--- src/rtl/i2c_mstr_ctrl.sv ---
// Single-byte I2C master: register/direct write and read with repeated START.
// Every bit is four SCL quarters paced by a CLK_DIV clock divider; all pin outputs are registered.
module i2c_mstr_ctrl #(
    parameter int CLK_DIV = 312
) (
    input  logic       clk,
    input  logic       rst,
    input  logic       req,
    input  logic       rw,
    input  logic       cycle,
    input  logic [6:0] devOut,
    input  logic [7:0] addrOut,
    input  logic [7:0] dataOut,
    output logic [7:0] dataIn,
    output logic       bsy,
    output logic       ok,
    output logic       scl_oe,
    output logic       sda_oe,
    input  logic       sda_in
);

    localparam int CW = (CLK_DIV > 1) ? $clog2(CLK_DIV) : 1;
    localparam logic [CW-1:0] DIV_MAX = CW'(CLK_DIV - 1);

    typedef enum logic [3:0] {
        IDLE, START, DEV, ACK_D, REG, ACK_R, RSTART, DEVR,
        ACK_DR, WDAT, ACK_W, RDAT, MNACK, STOP
    } state_t;

    state_t        r_state, w_state_nxt;
    logic [1:0]    r_q, w_q_nxt;
    logic [2:0]    r_bit, w_bit_nxt;
    logic [CW-1:0] r_cnt;
    logic          r_rw, r_cycle, r_fail, r_bsy, r_ok;
    logic [6:0]    r_dev;
    logic [7:0]    r_addr, r_wdata, r_shift, r_data_in;
    logic [1:0]    r_sda_sync;
    logic          r_scl_oe, r_sda_oe;
    logic          w_tick, w_accept, w_done, w_sample, w_is_ack;
    logic          w_scl_oe, w_sda_oe;
    logic [7:0]    w_tx_byte;

    assign w_tick   = r_bsy && (r_cnt == DIV_MAX);
    assign w_accept = (r_state == IDLE) && req;
    assign w_done   = w_tick && (r_state == STOP) && (r_q == 2'd3);
    assign w_sample = w_tick && (r_q == 2'd2);
    assign w_is_ack = (r_state == ACK_D) || (r_state == ACK_R) ||
                      (r_state == ACK_DR) || (r_state == ACK_W);

    // Quarter-period divider, free-running only while a transfer is active
    always_ff @(posedge clk) begin
        if (rst) begin
            r_cnt <= '0;
        end else if (!r_bsy || w_tick) begin
            r_cnt <= '0;
        end else begin
            r_cnt <= r_cnt + CW'(1);
        end
    end

    // FSM state register with quarter and bit position
    always_ff @(posedge clk) begin
        if (rst) begin
            r_state <= IDLE;
            r_q     <= 2'd0;
            r_bit   <= 3'd0;
        end else begin
            r_state <= w_state_nxt;
            r_q     <= w_q_nxt;
            r_bit   <= w_bit_nxt;
        end
    end

    // Next-state logic: quarters advance on each tick, states change after Q3
    always_comb begin
        w_state_nxt = r_state;
        w_q_nxt     = r_q;
        w_bit_nxt   = r_bit;
        if (r_state == IDLE) begin
            if (req) begin
                w_state_nxt = START;
                w_q_nxt     = 2'd0;
                w_bit_nxt   = 3'd0;
            end else begin
                w_state_nxt = IDLE;
            end
        end else if (w_tick) begin
            if (r_q != 2'd3) begin
                w_q_nxt = r_q + 2'd1;
            end else begin
                w_q_nxt   = 2'd0;
                w_bit_nxt = 3'd0;
                case (r_state)
                    START:  w_state_nxt = DEV;
                    DEV, REG, DEVR, WDAT, RDAT: begin
                        w_bit_nxt = r_bit + 3'd1;
                        if (r_bit == 3'd7) begin
                            case (r_state)
                                DEV:     w_state_nxt = ACK_D;
                                REG:     w_state_nxt = ACK_R;
                                DEVR:    w_state_nxt = ACK_DR;
                                WDAT:    w_state_nxt = ACK_W;
                                default: w_state_nxt = MNACK;
                            endcase
                        end else begin
                            w_state_nxt = r_state;
                        end
                    end
                    ACK_D: begin
                        if (r_fail)       w_state_nxt = STOP;
                        else if (r_cycle) w_state_nxt = REG;
                        else if (r_rw)    w_state_nxt = RDAT;
                        else              w_state_nxt = WDAT;
                    end
                    ACK_R: begin
                        if (r_fail)    w_state_nxt = STOP;
                        else if (r_rw) w_state_nxt = RSTART;
                        else           w_state_nxt = WDAT;
                    end
                    ACK_DR: begin
                        if (r_fail) w_state_nxt = STOP;
                        else        w_state_nxt = RDAT;
                    end
                    RSTART:        w_state_nxt = DEVR;
                    ACK_W, MNACK:  w_state_nxt = STOP;
                    STOP:          w_state_nxt = IDLE;
                    default:       w_state_nxt = IDLE;
                endcase
            end
        end else begin
            w_state_nxt = r_state;
        end
    end

    // Byte currently being shifted out by the master
    always_comb begin
        w_tx_byte = 8'h00;
        case (r_state)
            DEV:     w_tx_byte = {r_dev, (~r_cycle) & r_rw};
            REG:     w_tx_byte = r_addr;
            DEVR:    w_tx_byte = {r_dev, 1'b1};
            WDAT:    w_tx_byte = r_wdata;
            default: w_tx_byte = 8'h00;
        endcase
    end

    // Pin levels per state and quarter; SCL is held low in Q0 and Q3 of every bit
    always_comb begin
        w_scl_oe = 1'b0;
        w_sda_oe = 1'b0;
        case (r_state)
            IDLE: begin
                w_scl_oe = 1'b0;
                w_sda_oe = 1'b0;
            end
            START: begin
                w_scl_oe = (r_q == 2'd3);
                w_sda_oe = (r_q != 2'd0);
            end
            DEV, REG, DEVR, WDAT: begin
                w_scl_oe = (r_q == 2'd0) || (r_q == 2'd3);
                w_sda_oe = ~w_tx_byte[3'd7 - r_bit];
            end
            RSTART: begin
                w_scl_oe = (r_q == 2'd0) || (r_q == 2'd3);
                w_sda_oe = r_q[1];
            end
            STOP: begin
                w_scl_oe = (r_q == 2'd0);
                w_sda_oe = ~r_q[1];
            end
            default: begin
                w_scl_oe = (r_q == 2'd0) || (r_q == 2'd3);
                w_sda_oe = 1'b0;
            end
        endcase
    end

    // Request latch, SDA sampling, completion status and registered pins
    always_ff @(posedge clk) begin
        if (rst) begin
            r_rw       <= 1'b0;
            r_cycle    <= 1'b0;
            r_dev      <= 7'h00;
            r_addr     <= 8'h00;
            r_wdata    <= 8'h00;
            r_shift    <= 8'h00;
            r_fail     <= 1'b0;
            r_bsy      <= 1'b0;
            r_ok       <= 1'b0;
            r_data_in  <= 8'h00;
            r_sda_sync <= 2'b11;
            r_scl_oe   <= 1'b0;
            r_sda_oe   <= 1'b0;
        end else begin
            r_sda_sync <= {r_sda_sync[0], sda_in};
            r_scl_oe   <= w_scl_oe;
            r_sda_oe   <= w_sda_oe;
            if (w_accept) begin
                r_rw    <= rw;
                r_cycle <= cycle;
                r_dev   <= devOut;
                r_addr  <= addrOut;
                r_wdata <= dataOut;
                r_fail  <= 1'b0;
                r_bsy   <= 1'b1;
                r_ok    <= 1'b0;
            end else if (w_done) begin
                r_bsy <= 1'b0;
                r_ok  <= ~r_fail;
                if (!r_fail && r_rw) begin
                    r_data_in <= r_shift;
                end
            end
            if (w_sample && (r_state == RDAT)) begin
                r_shift <= {r_shift[6:0], r_sda_sync[1]};
            end
            // A released SDA during any acknowledge slot is a NACK
            if (w_sample && w_is_ack) begin
                r_fail <= r_fail | r_sda_sync[1];
            end
        end
    end

    assign dataIn = r_data_in;
    assign bsy    = r_bsy;
    assign ok     = r_ok;
    assign scl_oe = r_scl_oe;
    assign sda_oe = r_sda_oe;

endmodule
--- config.mk ---
export PLATFORM = sky130hd
export DESIGN_NAME = i2c_mstr_ctrl
export DESIGN_NICKNAME = d
export VERILOG_FILES = /design/src/rtl/i2c_mstr_ctrl.sv
export SDC_FILE = /design/constraint.sdc
export NUM_CORES = 1
export LEC_CHECK = 0
export ABC_AREA = 1
export ABC_CLOCK_PERIOD_IN_PS = 1500
export CAP_MARGIN = 0
export CORE_MARGIN = 2
export CORE_UTILIZATION = 49
export DETAILED_ROUTE_END_ITERATION = 12
export GPL_ROUTABILITY_DRIVEN = 0
export PLACE_DENSITY = 0.77
export SETUP_SLACK_MARGIN = 0.02
export SLEW_MARGIN = 20
export SYNTH_ARGS = -nofsm -noshare
export SYNTH_HDL_FRONTEND = slang
export SYNTH_SLANG_ARGS = --single-unit
--- constraint.sdc ---
create_clock -name clk -period 1.5 [get_ports clk]
set_input_delay 0.3 -clock clk [delete_from_list [all_inputs] [get_ports clk]]
set_output_delay 0.3 -clock clk [all_outputs]
set_load 0.05 [all_outputs]
# Yosys cells after proc, flatten, opt, wreduce, memory -nomap -nowiden
# Index checks and enable logic that the tools add are counted.
# Widths: inputs -> output; s select.
[word_totals] reg_bits=66 latch_bits=0 mem_bits_rw=0 mem_bits_ro=0 inputBits=29 out_inout_bits=12 elab_cells=111 mem_count=0
[op_classes] n_addsub=4 n_mul=0 n_div=0 n_lt_le_gt_ge=1 eq_ne=21 shifts=0 muxes=31 bitwise_logic=7 reduce_logical=30
[ops] op="$mux 4" count=8
[ops] op="$pmux 8 s4" count=1
[ops] op="$pmux 4 s7" count=1
[ops] op="$eq 4x4->1 const B" count=6
[ops] op="$mux 3" count=6
[ops] op="$eq 4x3->1 const B" count=4
[ops] op="$pmux 4 s4" count=1
[ops] op="$mux 2" count=5
[ops] op="$add 9x1->9 const B" count=1
[ops] op="$eq 9x9->1 const B" count=1
[ops] op="$reduce_and 3->1" count=3
[ops] op="$eq 4x2->1 const B" count=2
[ops] op="$logic_and 1x1->1" count=8
[ops] op="$reduce_bool 2->1" count=4
[ops] op="$mux 1" count=6
[ops] op="$ne 2x2->1 const B" count=3
[ops] op="$reduce_or 2->1" count=3
[ops] op="$logic_or 1x1->1" count=5
[ops] op="$not 1->1" count=5
[ops] op="$reduce_or 5->1" count=1
[ops] op="$eq 2x2->1 const B" count=2
[ops] op="$eq 4x1->1 const B" count=1
[ops] op="$logic_not 4->1" count=1
[ops] op="$lt 3x4->1 const B" count=1
[ops] op="14 further kinds" count=15

# Longest topological paths before layout
# Gate-level depths: netlist of the first run.
[depth] word_depth=7 depth_mapped=13 ltp_nobuf=13

# Worst setup path before layout of the first run
# OpenSTA, ideal clock, no wires.
[synth_path] path_kind="register -> register" start="register r_bsy (netlist: bsy)" end="register r_data_in[0] (netlist: dataIn[0])" setup_ps=132 arrival_ps=1563 required_ps=1368 path_slack_ps=-196 stages_incl_launch_ff=8 n_path_buf=0 synth_period_minus_slack_ps=1696 path_cell_list="dfxtp_1 inv_1 nor2_4 inv_2 nor3_4 nand3_4 nand2_1 a21oi_1"
[synth_via] elab_chain_len=4
[synth_lines] item="start, declared" line_no="34" rtl="logic r_rw, r_cycle, r_fail, r_bsy, r_ok;"
[synth_lines] item="start signal, assigned" line_no="189" rtl="r_bsy <= 1'b0;"
[synth_lines] item="start signal, assigned" line_no="206" rtl="r_bsy <= 1'b1;"
[synth_lines] item="start signal, assigned" line_no="209" rtl="r_bsy <= 1'b0;"
[synth_lines] item="$logic_and 1x1->1" line_no="43" rtl="assign w_tick = r_bsy && (r_cnt == DIV_MAX);"
[synth_lines] item="$logic_and 1x1->1 (2 in series)" line_no="45" rtl="assign w_done = w_tick && (r_state == STOP) && (r_q == 2'd3);"
[synth_lines] item="$reduce_and 3->1 (no line)"
[synth_lines] item="end signal, assigned" line_no="212" rtl="r_data_in <= r_shift;"
[synth_lines] item="end, declared" line_no="36" rtl="logic [7:0] r_addr, r_wdata, r_shift, r_data_in;"
# Every way passes these cells.
# A chain may end at the register's enable or synchronous reset.

# Final worst setup path of the first run
[layout_path] start="register r_state[2]" end="register r_state[2]"
[layout_via] elab_chain_len=7 elab_cells_between_ends=25 cone_classes="eq/ne: 14; mux: 6; reduce/logical: 5"
[layout_lines] item="start, declared" line_no="30" rtl="state_t r_state, w_state_nxt;"
[layout_lines] item="start signal, assigned" line_no="68" rtl="r_state <= w_state_nxt;"
[layout_lines] item="$eq 4x4->1, or another cell as far along" line_no="93, 98"
[layout_lines] item="$pmux 4 s4" line_no="98" rtl="case (r_state)"
[layout_lines] item="$mux 4" line_no="97" rtl="if (r_bit == 3'd7) begin"
[layout_lines] item="$pmux 4 s7" line_no="93" rtl="case (r_state)"
[layout_lines] item="$mux 4" line_no="88" rtl="if (r_q != 2'd3) begin"
[layout_lines] item="$mux 4" line_no="87" rtl="end else if (w_tick) begin"
[layout_lines] item="$mux 4" line_no="79" rtl="if (r_state == IDLE) begin"
# Several ways; a longest one is shown, not always the timed one. The select of a mux whose other input is x is not followed.

==> metrics.txt, run 1 <==
# TYPE chip_impl_metric gauge
chip_impl_info{name="status",value="finished with violations"} 1
chip_impl_info{name="failed_checks",value="setup timing"} 1
chip_impl_metric{name="synthDistinctLibCells",unit=""} 33
chip_impl_metric{name="detail_route.drc_violations",unit=""} 0
chip_impl_metric{name="drt-wirelength-per-cell",unit="um"} 13.9
chip_impl_metric{name="detailed_router_iteration_count_before_antenna_repair",unit=""} 7
chip_impl_metric{name="antenna_left",unit=""} 0
chip_impl_metric{name="floorplan.rows",unit=""} 28
chip_impl_metric{name="period_share",unit="%"} 105
chip_impl_metric{name="wirelength",unit="um"} 8380
chip_impl_metric{name="multiInputGateArea",unit="um^2"} 1720
chip_impl_metric{name="timing.max_slew.rel_slack",unit="%"} 73.3
chip_impl_metric{name="ys_ff_latch",unit=""} 66
chip_impl_metric{name="worst-endpoint-arrival",unit="ns"} 1.84
chip_impl_metric{name="ys_seq_area_share",unit="%"} 43.1
chip_impl_metric{name="final-hold-violation-count",unit=""} 0
chip_impl_metric{name="synth_edf_count",unit=""} 0
chip_impl_metric{name="peakVddDrop",unit="V"} 0.000750
chip_impl_metric{name="num-nets-final",unit=""} 556
chip_impl_metric{name="tritoncts_num_sinks",unit=""} 66
chip_impl_metric{name="gr-usage-all-layers",unit="%"} 23.6
chip_impl_metric{name="route.vias.total",unit=""} 3281
chip_impl_metric{name="syn_to_final_growth",unit="%"} 44.8
chip_impl_info{name="cts_tree",value="yes"} 1
chip_impl_info{name="netlist_top_cells_area",value="dfxtp_1 (43%), nand2_1 (15%), a21oi_1 (9.3%), inv_1 (5.0%), nor2_1 (4.6%)"} 1
chip_impl_metric{name="cts_buffer_depth",unit=""} 2
chip_impl_metric{name="cts_made_buffers",unit=""} 9
chip_impl_metric{name="fin_total_pwr",unit="mW"} 3.80
chip_impl_metric{name="core_area",unit="um^2"} 5990
chip_impl_metric{name="yosysTopAreaCellShare",unit="%"} 43.1
chip_impl_metric{name="grt_first_pass_wirelength",unit="um"} 13300
chip_impl_info{name="rsz0062_at_grt",value="yes"} 1
chip_impl_metric{name="antenna_violations_before_repair",unit=""} 0
chip_impl_metric{name="clock.fmax",unit="MHz"} 632
chip_impl_info{name="synth_top_cell_by_area",value="dfxtp_1"} 1
chip_impl_metric{name="final-seq-area",unit="um^2"} 1340
chip_impl_metric{name="cellLeakagePower",unit="nW"} 1.79
chip_impl_info{name="cts_root_buffer",value="clkbuf_8"} 1
chip_impl_metric{name="post-dp-hpwl",unit="um"} 5700
chip_impl_metric{name="num_antenna_cells",unit=""} 0
chip_impl_metric{name="pwr_density_cell",unit="nW/um^2"} 855
chip_impl_metric{name="preCtsSetupSlack",unit="ns"} -0.155
chip_impl_metric{name="drive_above_1_share",unit="%"} 27.6
chip_impl_metric{name="initial_core_util",unit="%"} 51.2
chip_impl_metric{name="fillCellCount",unit=""} 432
chip_impl_metric{name="clock_skew",unit="ns"} 0.00693
chip_impl_metric{name="grt_pass1_vias",unit=""} 3077
chip_impl_info{name="crit_type",value="register to register"} 1
chip_impl_metric{name="worst_slew_pin_slew",unit="ns"} 0.396
chip_impl_metric{name="worst-endpoint-required",unit="ns"} 1.76
chip_impl_metric{name="htree_num_levels",unit=""} 3
chip_impl_metric{name="finalCoreUtilization",unit="%"} 74.1
chip_impl_info{name="hold_class",value="register to register"} 1
chip_impl_metric{name="globalRoute.totalOverflow",unit=""} 0
chip_impl_metric{name="final-max-slew-violation-count",unit=""} 0
chip_impl_metric{name="synth_warn",unit=""} 0
chip_impl_metric{name="avgSynthCellArea",unit="um^2"} 7.00
chip_impl_metric{name="critPathMaxFanout",unit=""} 5
chip_impl_metric{name="drt-initial-drc-count",unit=""} 270
chip_impl_metric{name="ioPinCount",unit=""} 41
chip_impl_metric{name="floorplan_die_width",unit="um"} 83.1
chip_impl_metric{name="largest_net_degree_at_the_start_of_global_routing",unit=""} 23
chip_impl_metric{name="clock_latency",unit="ns"} 0.35
chip_impl_metric{name="max_cap_viol_count",unit=""} 0
chip_impl_metric{name="fin_worst_setup_slack",unit="ns"} -0.0814
chip_impl_metric{name="numPortBuffers",unit=""} 40
chip_impl_metric{name="min_period",unit="ns"} 1.58
chip_impl_metric{name="synthesis.nets",unit=""} 473
chip_impl_metric{name="setup-violations-final",unit=""} 8
chip_impl_info{name="critical_path_launch_point_type",value="register"} 1
chip_impl_info{name="ys_dominant_reg_cell",value="dfxtp_1"} 1
chip_impl_metric{name="instance_count_of_the_mapped_netlist",unit=""} 438
chip_impl_info{name="endpoint_kind",value="register"} 1
chip_impl_metric{name="avgViaCountPerCell",unit=""} 5.46
chip_impl_metric{name="die_area",unit="um^2"} 6910
chip_impl_metric{name="syn_area",unit="um^2"} 3070
chip_impl_metric{name="dieHeight",unit="um"} 83.1
chip_impl_metric{name="timing.hold.ws",unit="ns"} 0.424
chip_impl_metric{name="clk_slew_on_worst_s_h_paths",unit="ns"} 0.07
chip_impl_metric{name="synth-async-reset-ratio",unit="%"} 0
[flip-flops by register name (all words and copies together), names as in the netlist, 2 cells and up]
signal	cells
r_dev	7
r_q	2
dataIn	8
r_shift	8
r_sda_sync	2
r_wdata	8
r_bit	3
r_addr	8
r_state	4
r_cnt	9
[power breakdown]
part / total, mW / internal, mW / switching, mW
Clock: 1.52 / 0.814 / 0.702
Combinational: 0.425 / 0.198 / 0.227
Sequential: 1.86 / 1.81 / 0.0439
[cells by family (layout without fill, tap and decap cells)]
family	after synthesis	in the layout	share of synthesized area, %
fa+ha+maj	6	6	2.45
simple gates	224	224	32.6
buf+inv	60	148	7.50
xor+xnor	2	2	0.571
flops	66	66	43.1
compound gates	80	80	13.8
[final cells by class]
class | instances | area share, %
multi-input cells | 312 | 38.7
flip-flops and latches | 66 | 30.2
repair buffers | 86 | 20.5
inverters | 46 | 3.94
clock buffers | 10 | 3.10
well taps | 75 | 2.11
clock inverters | 6 | 1.46
[per-layer routing]
metal	GRT usage [%]	wire length, um
met5	0	0
met4	10.9	284
met3	5.27	549
met2	38.6	4080
met1	29.7	3460
[critical path: stages (launching register included)]
cell	delay [ns]
dfxtp_4	0.41
inv_4	0.06
nor2_4	0.20
buf_6	0.13
nand2_1	0.08
buf_6	0.13
o221ai_2	0.13
nand2_1	0.08
nand2_1	0.08
nor2_1	0.05
a211oi_2	0.16
[path summary, 6_finish.rpt]
| kind | slack (ns) | startpoint | endpoint | cells after the start |
|---|---|---|---|---|
| setup / recovery | -0.08 | r_state[2]$_SDFFE_PP0P_ | r_state[2]$_SDFFE_PP0P_ | 10 |
| hold / removal | 0.42 | r_sda_sync[0]$_SDFF_PP1_ | r_sda_sync[1]$_SDFF_PP1_ | 1 |
| setup reg to reg | -0.08 | r_state[2]$_SDFFE_PP0P_ | r_state[2]$_SDFFE_PP0P_ | 10 |
| hold reg to reg | 0.42 | r_sda_sync[0]$_SDFF_PP1_ | r_sda_sync[1]$_SDFF_PP1_ | 1 |
[through the flow]
stage	instances	area [um^2]	TNS, ns
3_3_place_gp	577	3980	-0.320
5_1_grt	601	4440	-2.68
2_1_floorplan	438	3110	0
6_report	601	4440	-0.198
3_5_place_dp	577	3980	-0.755
4_1_cts	593	4230	-0.150
[cell usage in the layout (no fill, tap or decap), types with 8 or more instances in the layout]
cell             netlist  routed
a21oi_1               57      54
buf_12                 0      14
buf_4                  0      40
clkbuf_8               0      10
clkdlybuf4s50_1        0      28
dfxtp_1               66      57
inv_1                 41      38
nand2_1              126     114
nand2_2                3      11
nand3_1               27      25
nand4_1               10      10
nor2_1                38      29
o21ai_2                0       8
[timing repair]
item,in CTS,in global routing
gates cloned,0,1
resized for setup,22,50
endpoints found under the setup margin,30,54
buffers inserted,0,7
hold buffers,0,0
pin swaps,2,7
[synthesized netlist by cell type (2+ instances only)]
cell	number
clkbuf_1	10
nor2_1	38
nor3_1	3
o21ai_0	15
inv_2	5
nand3b_1	2
a21oi_1	57
nand3_1	27
nand4_1	10
dfxtp_1	66
nor3b_1	2
inv_1	41
ha_1	6
or2_2	3
buf_2	4
nor2_4	3
nor4_1	2
nand2_2	3
nand2_1	126
nor2_2	2
(Power assumes the default switching activity.)
==> run 2, diff against run 1 <==
Settings changed: CTS_CLUSTER_SIZE set to 40, MAX_ROUTING_LAYER set to met4.
==> run 2 against run 1 <==
  * The flow still finishes with violations (setup timing)
  * Core utilization hardly changed
  * Global-route usage grew 0.61 points
  * Worst setup slack lost 0.044 ns
  * Cell count did not move
  * Critical endpoint unchanged
  * Highest routed layer unchanged
==> metrics.txt, run 2 (synthesis gave the netlist of run 1 again) <==
# TYPE chip_impl_metric gauge
chip_impl_info{name="status",value="finished with violations"} 1
chip_impl_info{name="failed_checks",value="setup timing"} 1
chip_impl_metric{name="detail_route.drc_violations",unit=""} 0
chip_impl_metric{name="largest_register_ff_count",unit=""} 9
chip_impl_info{name="crit_path_cell_trace",value="inv_4 > nor2_4 > buf_6 > nand2_2 > buf_6 > o221ai_2 > nand2_1 > nand2_1 > nor2_1 > a211oi_2"} 1
chip_impl_metric{name="pwr_density_cell",unit="nW/um^2"} 855
chip_impl_metric{name="peakVddDrop",unit="V"} 0.000749
chip_impl_metric{name="place.detailed.instances",unit=""} 577
chip_impl_metric{name="clock_latency",unit="ns"} 0.35
chip_impl_metric{name="clk_slew_on_worst_s_h_paths",unit="ns"} 0.07
chip_impl_info{name="rsz0062_at_grt",value="yes"} 1
chip_impl_metric{name="tritoncts_num_sinks",unit=""} 66
chip_impl_metric{name="final_cells",unit=""} 601
chip_impl_info{name="endpoint_kind",value="register"} 1
chip_impl_metric{name="initial_core_util",unit="%"} 51.2
chip_impl_metric{name="finish.instance_area",unit="um^2"} 4440
chip_impl_metric{name="dieHeight",unit="um"} 83.1
chip_impl_metric{name="timing.max_slew.rel_slack",unit="%"} 71.3
chip_impl_info{name="cts_root_buffer",value="clkbuf_8"} 1
chip_impl_metric{name="gr-usage-all-layers",unit="%"} 24.3
chip_impl_metric{name="max_cap_viol_count",unit=""} 0
chip_impl_metric{name="wirelength",unit="um"} 8380
chip_impl_metric{name="detailed_router_iteration_count_before_antenna_repair",unit=""} 5
chip_impl_metric{name="postPlaceCellArea",unit="um^2"} 3980
chip_impl_metric{name="route.vias.total",unit=""} 3280
chip_impl_metric{name="grt_pass1_vias",unit=""} 3078
chip_impl_metric{name="drt-initial-drc-count",unit=""} 299
chip_impl_metric{name="slowest_delay",unit="ns"} 0.40
chip_impl_metric{name="drt-wirelength-per-cell",unit="um"} 13.9
chip_impl_metric{name="num_antenna_cells",unit=""} 0
chip_impl_metric{name="worst-endpoint-required",unit="ns"} 1.75
chip_impl_metric{name="period_share",unit="%"} 108
chip_impl_metric{name="worst_slew_pin_slew",unit="ns"} 0.427
chip_impl_metric{name="fin_total_pwr",unit="mW"} 3.80
chip_impl_metric{name="post-dp-hpwl",unit="um"} 5700
chip_impl_metric{name="globalRoute.totalOverflow",unit=""} 0
chip_impl_metric{name="antenna_violations_before_repair",unit=""} 0
chip_impl_metric{name="fillCellCount",unit=""} 430
chip_impl_info{name="critical-path-top-delay-family",value="simple AND/OR/NAND/NOR gates"} 1
chip_impl_metric{name="grt_first_pass_wirelength",unit="um"} 13300
chip_impl_metric{name="critPathMaxFanout",unit=""} 5
chip_impl_info{name="critical_path_launch_point_type",value="register"} 1
chip_impl_metric{name="ioPinCount",unit=""} 41
chip_impl_metric{name="worst-endpoint-arrival",unit="ns"} 1.88
chip_impl_metric{name="timing.critical_path.buf_inv",unit=""} 3
chip_impl_metric{name="htree_num_levels",unit=""} 3
chip_impl_metric{name="min_period",unit="ns"} 1.63
chip_impl_info{name="layout_commonest_cell",value="nand2_1"} 1
chip_impl_metric{name="floorplan_die_width",unit="um"} 83.1
chip_impl_metric{name="preCtsSetupSlack",unit="ns"} -0.155
chip_impl_metric{name="die_area",unit="um^2"} 6910
chip_impl_metric{name="cts_hold_buf",unit=""} 0
chip_impl_info{name="top_register",value="r_cnt"} 1
chip_impl_metric{name="core_area",unit="um^2"} 5990
chip_impl_metric{name="cellLeakagePower",unit="nW"} 1.78
chip_impl_metric{name="antenna_left",unit=""} 0
chip_impl_metric{name="cts_buffer_depth",unit=""} 2
chip_impl_metric{name="avgViaCountPerCell",unit=""} 5.46
chip_impl_metric{name="final-hold-violation-count",unit=""} 0
chip_impl_info{name="hold_class",value="register to register"} 1
chip_impl_metric{name="cts_made_buffers",unit=""} 9
chip_impl_metric{name="numPortBuffers",unit=""} 40
chip_impl_metric{name="final-max-slew-violation-count",unit=""} 0
chip_impl_metric{name="timing.hold.ws",unit="ns"} 0.423
chip_impl_metric{name="num-nets-final",unit=""} 556
chip_impl_metric{name="clock.fmax",unit="MHz"} 615
chip_impl_metric{name="drive_above_1_share",unit="%"} 27.8
chip_impl_info{name="most-common-layout-cells",value="nand2_1 (114), dfxtp_1 (57), a21oi_1 (54)"} 1
chip_impl_info{name="worst_path_max_delay_cell",value="dfxtp_4"} 1
chip_impl_info{name="cts_tree",value="yes"} 1
chip_impl_metric{name="floorplan.rows",unit=""} 28
chip_impl_metric{name="syn_to_final_growth",unit="%"} 44.9
chip_impl_metric{name="largest_net_degree_at_the_start_of_global_routing",unit=""} 23
chip_impl_metric{name="fin_worst_setup_slack",unit="ns"} -0.125
chip_impl_metric{name="setup-violations-final",unit=""} 5
chip_impl_metric{name="clock_skew",unit="ns"} 0.00931
chip_impl_info{name="crit_type",value="register to register"} 1
-- run 2: cell counts in the layout (fill, tap and decap cells not counted) --
No cell type changed its count.
-- run 2: what timing repair did --
action | 4_1_cts | 5_1_grt
setup buffers | 0 | 7
pin swaps | 2 | 9
gates resized for setup | 22 | 50
gates cloned | 0 | 1
endpoints found under the hold margin | 0 | 0
setup endpoints to repair | 30 | 54
-- run 2: per-layer routing --
layer / routed length [um] / global-route usage [%] / up-vias
met5: 0 / - / -
met4: 271 / 9.54 / 0
met3: 561 / 5.86 / 33
met2: 4090 / 38.6 / 127
met1: 3460 / 29.8 / 1528
li1: - / - / 1592
-- run 2: layout make-up --
cell class | instances | area, um^2 | area share [%]
well taps | 75 | 93.8 | 2.11
multi-input cells | 312 | 1720 | 38.7
clock inverters | 6 | 65.1 | 1.46
inverters | 46 | 178 | 4.00
repair buffers | 86 | 910 | 20.5
flip-flops and latches | 66 | 1340 | 30.2
clock buffers | 10 | 138 | 3.10
-- run 2: path summary, 6_finish.rpt --
path         cells after the start                      from                        to  slack [ns]
max reg2reg                     10   r_state[2]$_SDFFE_PP0P_   r_state[2]$_SDFFE_PP0P_       -0.13
min reg2reg                      1  r_sda_sync[0]$_SDFF_PP1_  r_sda_sync[1]$_SDFF_PP1_        0.42
min                              1  r_sda_sync[0]$_SDFF_PP1_  r_sda_sync[1]$_SDFF_PP1_        0.42
max                             10   r_state[2]$_SDFFE_PP0P_   r_state[2]$_SDFFE_PP0P_       -0.13
-- run 2: metrics by stage --
stage	setup TNS (ns)	util, %
6_report	-0.213	74.2
5_1_grt	-4.06	74.2
4_1_cts	-0.150	70.6
3_5_place_dp	-0.755	66.4
3_3_place_gp	-0.320	66.4
2_1_floorplan	0	-
-- run 2: report_power, final --
| group | switching (mW) | internal [mW] | total (mW) |
|---|---|---|---|
| logic | 0.229 | 0.199 | 0.427 |
| clock network | 0.704 | 0.814 | 1.52 |
| registers | 0.0437 | 1.81 | 1.86 |
| total | 0.976 | 2.83 | 3.80 |
==> run 3, diff against run 2 <==
Settings changed: ABC_CLOCK_PERIOD_IN_PS 1500 to unset, SKIP_LAST_GASP set to 1.
==> run 3 against run 2 <==
  * Non-clock buffer count up 3
  * Clock skew decreased by 0.0014 ns
  * Flip-flop and latch count stayed put
  * Critical path type unchanged
  * The run still ends with setup timing left
  * Clock power about the same
  * Highest routed layer unchanged
==> metrics.txt, run 3 (synthesis gave the netlist of run 1 again) <==
# TYPE chip_impl_metric gauge
chip_impl_info{name="timing.hold.worst.start",value="r_sda_sync[0]$_SDFF_PP1_"} 1
chip_impl_metric{name="largest_net_degree_at_the_start_of_global_routing",unit=""} 23
chip_impl_metric{name="place.detailed.instances",unit=""} 577
chip_impl_info{name="most-common-layout-cells",value="nand2_1 (111), dfxtp_1 (57), a21oi_1 (55)"} 1
chip_impl_info{name="cts_root_buffer",value="clkbuf_8"} 1
chip_impl_metric{name="clock_latency",unit="ns"} 0.35
chip_impl_metric{name="floorplan.rows",unit=""} 28
chip_impl_metric{name="htree_num_levels",unit=""} 3
chip_impl_metric{name="slowest_delay",unit="ns"} 0.39
chip_impl_info{name="crit_path_cell_trace",value="buf_4 > nor2_4 > buf_4 > nand2_1 > o21ai_0 > nor4_2 > nand4_1 > nor2_1 > nor2_1"} 1
chip_impl_metric{name="core_area",unit="um^2"} 5990
chip_impl_info{name="r2r-start",value="r_state[2]$_SDFFE_PP0P_"} 1
chip_impl_metric{name="syn_to_final_growth",unit="%"} 46.8
chip_impl_metric{name="timing.hold.ws",unit="ns"} 0.427
chip_impl_info{name="reg2reg_to",value="r_state[0]$_SDFFE_PP0P_"} 1
chip_impl_metric{name="reg2regPathDepth",unit=""} 9
chip_impl_info{name="critical-path-top-delay-family",value="simple AND/OR/NAND/NOR gates"} 1
chip_impl_metric{name="drive_above_1_share",unit="%"} 27.6
chip_impl_metric{name="grt_first_pass_wirelength",unit="um"} 13300
chip_impl_metric{name="r2r_setup_slack",unit="ns"} -0.09
chip_impl_metric{name="fin_worst_setup_slack",unit="ns"} -0.0894
chip_impl_info{name="hold_path_end",value="r_sda_sync[1]$_SDFF_PP1_"} 1
chip_impl_metric{name="worst-endpoint-arrival",unit="ns"} 1.84
chip_impl_info{name="cp-startpoint",value="r_state[2]$_SDFFE_PP0P_"} 1
chip_impl_metric{name="timing.critical_path.buf_inv",unit=""} 2
chip_impl_info{name="top_register",value="r_cnt"} 1
chip_impl_metric{name="wirelength",unit="um"} 8780
chip_impl_metric{name="fillCellCount",unit=""} 426
chip_impl_metric{name="clock.fmax",unit="MHz"} 629
chip_impl_metric{name="peakVddDrop",unit="V"} 0.000777
chip_impl_info{name="rsz0062_at_grt",value="yes"} 1
chip_impl_metric{name="dieHeight",unit="um"} 83.1
chip_impl_metric{name="period_share",unit="%"} 106
chip_impl_metric{name="post-dp-hpwl",unit="um"} 5700
chip_impl_metric{name="die_area",unit="um^2"} 6910
chip_impl_metric{name="antenna_left",unit=""} 0
chip_impl_metric{name="grt_pass1_vias",unit=""} 3081
chip_impl_info{name="failed_checks",value="setup timing"} 1
chip_impl_metric{name="num-nets-final",unit=""} 559
chip_impl_metric{name="detailed_router_iteration_count_before_antenna_repair",unit=""} 4
chip_impl_metric{name="numPortBuffers",unit=""} 40
chip_impl_metric{name="timing.max_slew.rel_slack",unit="%"} 75.5
chip_impl_info{name="status",value="finished with violations"} 1
chip_impl_metric{name="final-hold-violation-count",unit=""} 0
chip_impl_metric{name="groute.layer.met1.usage",unit="%"} 29.8
chip_impl_metric{name="antenna_violations_before_repair",unit=""} 0
chip_impl_metric{name="globalRoute.totalOverflow",unit=""} 0
chip_impl_metric{name="gr-usage-all-layers",unit="%"} 24.3
chip_impl_metric{name="pwr_density_cell",unit="nW/um^2"} 851
chip_impl_metric{name="largest_register_ff_count",unit=""} 9
chip_impl_metric{name="setup-violations-final",unit=""} 23
chip_impl_metric{name="tritoncts_num_sinks",unit=""} 66
chip_impl_metric{name="worst_slew_pin_slew",unit="ns"} 0.364
chip_impl_metric{name="clk_slew_on_worst_s_h_paths",unit="ns"} 0.07
chip_impl_metric{name="avgViaCountPerCell",unit=""} 5.42
chip_impl_metric{name="final-max-slew-violation-count",unit=""} 0
chip_impl_metric{name="path_depth",unit=""} 9
chip_impl_metric{name="clock_skew",unit="ns"} 0.00791
chip_impl_metric{name="initial_core_util",unit="%"} 51.2
chip_impl_metric{name="cts_made_buffers",unit=""} 9
chip_impl_info{name="critical_path_launch_point_type",value="register"} 1
chip_impl_info{name="crit_type",value="register to register"} 1
chip_impl_metric{name="cellLeakagePower",unit="nW"} 1.81
chip_impl_info{name="grt_most_used_layer",value="met2"} 1
chip_impl_info{name="endpoint_kind",value="register"} 1
chip_impl_metric{name="worst-endpoint-required",unit="ns"} 1.75
chip_impl_metric{name="hold_path_depth",unit=""} 1
chip_impl_metric{name="drt-initial-drc-count",unit=""} 229
chip_impl_metric{name="detail_route.drc_violations",unit=""} 0
chip_impl_info{name="layout_commonest_cell",value="nand2_1"} 1
chip_impl_metric{name="max_cap_viol_count",unit=""} 0
chip_impl_metric{name="num_antenna_cells",unit=""} 0
chip_impl_info{name="cts_tree",value="yes"} 1
chip_impl_metric{name="final_cells",unit=""} 604
chip_impl_info{name="hold_class",value="register to register"} 1
chip_impl_metric{name="grtUsageMet3",unit="%"} 5.86
chip_impl_metric{name="route.vias.total",unit=""} 3273
chip_impl_metric{name="cts_buffer_depth",unit=""} 2
chip_impl_metric{name="finish.instance_area",unit="um^2"} 4500
chip_impl_metric{name="min_period",unit="ns"} 1.59
chip_impl_metric{name="floorplan_die_width",unit="um"} 83.1
chip_impl_metric{name="ioPinCount",unit=""} 41
chip_impl_metric{name="grt.met2_usage",unit="%"} 38.6
chip_impl_info{name="worst_path_max_delay_cell",value="dfxtp_4"} 1
chip_impl_metric{name="postPlaceCellArea",unit="um^2"} 3980
chip_impl_metric{name="critPathMaxFanout",unit=""} 5
chip_impl_metric{name="drt-wirelength-per-cell",unit="um"} 14.5
run 3: layout make-up:
class,instances,area [um^2],area share (%)
inverters,46,185,4.11
clock buffers,10,138,3.06
clock inverters,6,65.1,1.44
multi-input cells,312,1720,38.1
well taps,75,93.8,2.08
repair buffers,89,960,21.3
flip-flops and latches,66,1350,29.9
run 3: worst max-delay path by stage:
stage                         endpoint
3_5_place_dp   r_state[2]$_SDFFE_PP0P_
4_1_cts         dataIn[4]$_SDFFE_PP0P_
2_1_floorplan   dataIn[0]$_SDFFE_PP0P_
6_report       r_state[0]$_SDFFE_PP0P_
5_1_grt        r_state[0]$_SDFFE_PP0P_
3_3_place_gp   r_state[0]$_SDFFE_PP0P_
run 3: layer usage:
metal | routed length [um] | up-vias
met4 | 234 | 0
met1 | 3640 | 1510
met3 | 545 | 26
met2 | 4360 | 144
li1 | - | 1593
met5 | 0 | -
run 3: per-stage QoR:
stage	utilization [%]	setup TNS, ns	worst slack (ns)	power (mW)
6_report	75.2	-0.758	-0.0894	3.83
5_1_grt	75.2	-3.58	-0.258	3.99
4_1_cts	70.5	-0.263	-0.0368	3.79
3_5_place_dp	66.4	-0.755	-0.155	2.28
3_3_place_gp	66.4	-0.320	-0.114	2.27
2_1_floorplan	-	0	0.0222	2.09
run 3: power by group:
part,internal (mW),switching (mW),leakage (nW)
Clock,0.814,0.713,0.103
Sequential,1.81,0.0449,0.543
Combinational,0.215,0.237,1.16
Total,2.84,0.995,1.81
run 3: repair_timing:
item / 4_1_cts / 5_1_grt
setup endpoints to repair: 30 / 55
hold buffers: 0 / 0
gates resized for setup: 19 / 56
gates cloned: 0 / 2
buffers inserted: 0 / 9
pin swaps: 1 / 10
